<file path="src/rtl/chart_recorder_pkg.sv">
// Shared chart-memory definitions: entry layout, terminator encoding, track indices
// and recorder states. note_gen imports the same package to read charts back.
package chart_recorder_pkg;

  localparam int unsigned TRK_UP = 0;
  localparam int unsigned TRK_DN = 1;

  localparam int unsigned MASK_W     = 2;
  localparam int unsigned TIME_W_DEF = 32;

  // Entry = {mask[MASK_W-1:0], time[TIME_W-1:0]}; the mask sits directly above the time.
  localparam logic [MASK_W-1:0] MASK_TERM = 2'b00;

  typedef enum logic [2:0] {
    ST_IDLE,
    ST_REC,
    ST_FLUSH,
    ST_TERM,
    ST_DONE
  } rec_state_t;

endpackage

</file>
<file path="src/rtl/chart_recorder_edge_det2.sv">
// Two-bit rising-edge detector; the previous-level register updates every cycle.
module edge_det2 (
  input  logic       clk,
  input  logic       rst,
  input  logic [1:0] i_level,
  output logic [1:0] o_rise
);

  logic [1:0] prev;

  always_ff @(posedge clk) begin
    if (rst) prev <= '0;
    else     prev <= i_level;
  end

  assign o_rise = i_level & ~prev;

endmodule

</file>
<file path="src/rtl/chart_recorder.sv">
// Record-mode chart writer: timestamps play-button presses in ms, coalesces presses
// within one ms into a single entry, and closes the chart with a terminator entry.
module chart_recorder
  import chart_recorder_pkg::*;
#(
  parameter int unsigned DEPTH  = 256,
  parameter int unsigned ADDR_W = 8,
  parameter int unsigned TIME_W = TIME_W_DEF
) (
  input  logic                     clk,
  input  logic                     rst,
  input  logic                     i_tick,
  input  logic [1:0]               i_play,
  input  logic                     i_rec_start,
  input  logic                     i_rec_stop,
  output logic                     o_wr_en,
  output logic [ADDR_W-1:0]        o_wr_addr,
  output logic [TIME_W+MASK_W-1:0] o_wr_data,
  output logic                     o_recording,
  output logic                     o_done,
  output logic [ADDR_W:0]          o_count,
  output logic                     o_overflow
);

  localparam logic [ADDR_W:0] FULL_CNT = (ADDR_W + 1)'(DEPTH - 1);

  rec_state_t          state;
  logic [TIME_W-1:0]   t;
  logic [TIME_W-1:0]   t_next;
  logic [MASK_W-1:0]   pending;
  logic [MASK_W-1:0]   mask_now;
  logic [1:0]          rise;
  logic [ADDR_W-1:0]   addr;
  logic [ADDR_W:0]     count;
  logic                overflow;
  logic                full;

  edge_det2 u_edge (
    .clk     (clk),
    .rst     (rst),
    .i_level (i_play),
    .o_rise  (rise)
  );

  always_comb begin
    mask_now = pending | rise;
    full     = (count == FULL_CNT);
    t_next   = (t == '1) ? t : t + 1'b1;
  end

  always_ff @(posedge clk) begin
    if (rst) begin
      state     <= ST_IDLE;
      t         <= '0;
      pending   <= '0;
      addr      <= '0;
      count     <= '0;
      overflow  <= 1'b0;
      o_wr_en   <= 1'b0;
      o_wr_addr <= '0;
      o_wr_data <= '0;
    end else begin
      o_wr_en <= 1'b0;
      unique case (state)
        ST_IDLE, ST_DONE: begin
          if (i_rec_start) begin
            state    <= ST_REC;
            t        <= '0;
            pending  <= '0;
            addr     <= '0;
            count    <= '0;
            overflow <= 1'b0;
          end
        end
        ST_REC: begin
          // The tick-cycle edge joins this ms's entry, so tick handling uses mask_now.
          if (i_tick) begin
            pending <= '0;
            t       <= t_next;
            if (mask_now != '0) begin
              if (!full) begin
                o_wr_en   <= 1'b1;
                o_wr_addr <= addr;
                o_wr_data <= {mask_now, t};
                addr      <= addr + 1'b1;
                count     <= count + 1'b1;
              end else begin
                overflow <= 1'b1;
              end
            end
          end else begin
            pending <= mask_now;
          end
          if (i_rec_stop) state <= ST_FLUSH;
        end
        ST_FLUSH: begin
          pending <= '0;
          if (pending != '0) begin
            if (!full) begin
              o_wr_en   <= 1'b1;
              o_wr_addr <= addr;
              o_wr_data <= {pending, t};
              addr      <= addr + 1'b1;
              count     <= count + 1'b1;
            end else begin
              overflow <= 1'b1;
            end
          end
          state <= ST_TERM;
        end
        ST_TERM: begin
          o_wr_en   <= 1'b1;
          o_wr_addr <= addr;
          o_wr_data <= {MASK_TERM, t};
          state     <= ST_DONE;
        end
        default: state <= ST_IDLE;
      endcase
    end
  end

  assign o_recording = (state == ST_REC);
  assign o_done      = (state == ST_DONE);
  assign o_count     = count;
  assign o_overflow  = overflow;

endmodule
</file>
<file path="config.mk">
export PLATFORM = sky130hd
export DESIGN_NAME = chart_recorder
export DESIGN_NICKNAME = d
export VERILOG_FILES = /design/src/rtl/chart_recorder_pkg.sv /design/src/rtl/chart_recorder_edge_det2.sv /design/src/rtl/chart_recorder.sv
export SDC_FILE = /design/constraint.sdc
export NUM_CORES = 1
export LEC_CHECK = 0
export ABC_CLOCK_PERIOD_IN_PS = 6000
export CORE_ASPECT_RATIO = 1.2
export CORE_MARGIN = 2
export CORE_UTILIZATION = 60
export CTS_CLUSTER_DIAMETER = 150
export DETAILED_ROUTE_END_ITERATION = 8
export PLACE_DENSITY = 0.88
export SYNTH_ARGS = -nofsm -noshare
export SYNTH_HDL_FRONTEND = slang
export SYNTH_SLANG_ARGS = --single-unit
export TNS_END_PERCENT = 10
</file>
<file path="constraint.sdc">
create_clock -name clk -period 6 [get_ports clk]
set_input_delay 1.8 -clock clk [delete_from_list [all_inputs] [get_ports clk]]
set_output_delay 1.8 -clock clk [all_outputs]
set_load 0.05 [all_outputs]
</file>
==> key figures <==
Run status
  • Status: completed

Pwr
  • Sw Share: 0.289
  • Combinational cell fraction of total power: 0.143
  • Clock network fraction of total power: 0.333
  • NetSw: about 380 uW
  • VDD IR max: roughly 0.15 mV
  • Pleak: about 1.8 nW
  • Int Power: around 930 uW
  • Reg power frac: 0.524
  • PD cells: 233 mW/mm^2

Drt
  • Initial detailed-routing violation count: 391
  • Pre-antenna DRT Iters: 5
  • Via count: approximately 4700
  • Final WL: 12400 um
  • Detail-routed via count per cell: about 6.5
  • Avg WL per Cell: roughly 17 um
  • Antenna viol nets, final: 0
  • DRC viols: 0

CTS
  • CTS Buf Count: 9
  • CTS root buf: clkbuf_8
  • Htree depth: 3
  • Clock slew at reported path FFs: 90 ps
  • CTS Sinks: 100
  • PostCTS Resize Cnt: 0
  • Hold_buf cts: 0
  • Setup bufs post-CTS: 0
  • Clk_lat worst skew: approximately 370 ps
  • Maximum clock path buffer count: 2
  • CTS tree: done

Logic synthesis
  • Synthesized area per cell: around 8 sq um
  • Top-area cell type share of the netlist area: 0.412
  • Distinct cells, synth: between 60 and 70
  • #FFs+latches synth: 100
  • Mapped Nets: 610
  • Cell Area, Synth: approximately 0.0049 sq mm
  • Most used flip-flop cell after synthesis: dfxtp_1
  • Mapped Cells: between 500 and 600
  • Top post-synthesis cells by area: dfxtp_1 41%, nand2_1 9.3%, a21oi_1 7.6%
  • Syn. warnings: 0
  • Largest area contributor in the netlist: dfxtp_1
  • Synth top cells by count: 121 x nand2_1, 100 x dfxtp_1, 74 x a21oi_1
  • Post-synth EDFFs: 0
  • FFs w/ async S/R, synth: 0
  • Count leader, synth: nand2_1
  • Sequential fraction of the synthesis area: 0.412

Critical path
  • Worst Path Required: ~4200 ps
  • Critical path startpoint category: register
  • Worst EP arrival: between 2000 and 3000 ps
  • Kind of critical path: reg2out
  • CP Capture Type: primary output
  • Crit-path max FO: 17

Floorplan
  • Core ar.: between 0.007 and 0.008 sq mm
  • Die X: between 80 and 90 um
  • Top Ports: 62
  • Row Count: 35
  • Die area: just under 0.009 sq mm
  • Die span in y: ~100 um
  • Initial Util: 0.627

Cells and area
  • Fin nets: between 600 and 700
  • Final core utilization: 0.724
  • Fin cells: between 700 and 800
  • Antenna diode count: 0
  • Share of layout cells above drive strength 1: 0.0767
  • Layout area overhead: 15.5%

Global routing
  • First-pass GRT wire length: a little over 20000 um
  • Largest net degree at the start of global routing: 73
  • Initial antenna violation count: 0
  • Grt ovf: 0
  • GR Util All Layers: 0.286
  • Vias in the first global route: ~4300

Timing
  • RSZ-0062 raised after global routing: no
  • Fin crit period: 4490 ps
  • Final hold violation count: 0
  • Clock skew: 8.41 ps
  • Fin Setup TNS: 0 ps
  • Final setup vio count: 0
  • Slew HR: 0.486
  • Fmax: 223 MHz
  • Tcrit/Tclk final: 0.748
  • Slew of the pin with the lowest slew margin: 772 ps
  • Count of final max-slew check failures: 0

Placement
  • Dpl hpwl: 8310 um
  • GPL Wtd Cong: 0.940
  • Inst Count DP: roughly 700
  • IO Port Bufs: 61

Worst hold path
  • Worst min path class: reg2reg

Flow run
  • Max-capacitance violation count: 0
-- layer usage --
layer | vias to the layer above | GRT usage | part of all wire
met3 | 33 | 0.0552 | 0.063
met2 | 232 | 0.481 | 0.50
met4 | 0 | 0.150 | 0.026
met1 | 2217 | 0.349 | 0.41
li1 | 2247 | - | -
met5 | - | 0 | 0
-- per-stage QoR --
stage	hold WS (ps)	cell area, sq um	setup slack [ps]	total power [mW]
global route	481	5610	1390	1.35
CTS	458	5610	1520	1.31
detailed placement	445	5410	1950	0.884
global placement	441	5410	1990	0.878
finish	455	5610	1510	1.31
floorplan	434	4860	2680	0.837
-- final timing paths --
kind,slack [ps],from,cells after the start,to
max,1510,state[0],3,o_recording
min,460,o_wr_data[1],2,o_wr_data[1]
max reg2reg,3140,state[0],6,t[15]
min reg2reg,460,o_wr_data[1],2,o_wr_data[1]
-- cells by family after synthesis --
group           share of synthesized area
compound gates                      0.217
fa+ha+maj                          0.0103
buf+inv                            0.0461
flops                               0.412
mux                                0.0154
simple gates                        0.299
-- sequential cells by signal (all words and copies together) (netlist names) --
name	count
o_wr_en	1
o_wr_data	34
o_wr_addr	8
state	3
o_overflow	1
addr	8
o_count	9
u_edge.prev	2
t	32
pending	2
-- power groups by stage --
stage | registers (mW) | logic (mW) | clock network (mW)
after global placement | 0.698 | 0.180 | 0
after global routing | 0.686 | 0.201 | 0.466
final | 0.684 | 0.187 | 0.435
after detailed placement | 0.699 | 0.184 | 0
after CTS | 0.684 | 0.186 | 0.442
after floorplan | 0.712 | 0.125 | 0
-- cells in the final DEF (no fill, tap or decap), types with 3 or more instances in the layout --
master	n
and2_1	5
nand2_1	121
nand2b_1	7
or2_2	3
nand4b_1	3
o311ai_0	6
nand4_1	16
clkdlybuf4s50_1	60
nor4_4	5
mux2_2	4
dfxtp_1	100
or4b_1	3
nor4_1	7
a31oi_1	24
a21o_1	3
a211o_1	3
buf_4	4
o21ai_0	28
nand3_1	21
nor2_1	30
clkbuf_8	10
o211ai_1	4
o21a_1	3
nor3_1	10
mux2i_1	3
ha_1	4
nor2b_1	4
inv_1	6
a41oi_1	5
o31ai_1	6
and3_1	5
a21oi_1	74
nand3b_1	7
-- worst max-delay path, stage by stage (launching register included) --
cell             delay [ps]
dfxtp_1                 510
or3b_1                  660
inv_2                   300
clkdlybuf4s50_1         850
-- layout make-up --
class	count	area (sq um)
clock inverters	6	63.8
flip-flops and latches	100	2000
repair buffers	65	636
inverters	7	26.3
fillers	598	2140
multi-input cells	451	2630
clock buffers	10	138
well taps	92	115
No activity file was read; power rests on OpenSTA's default activity.
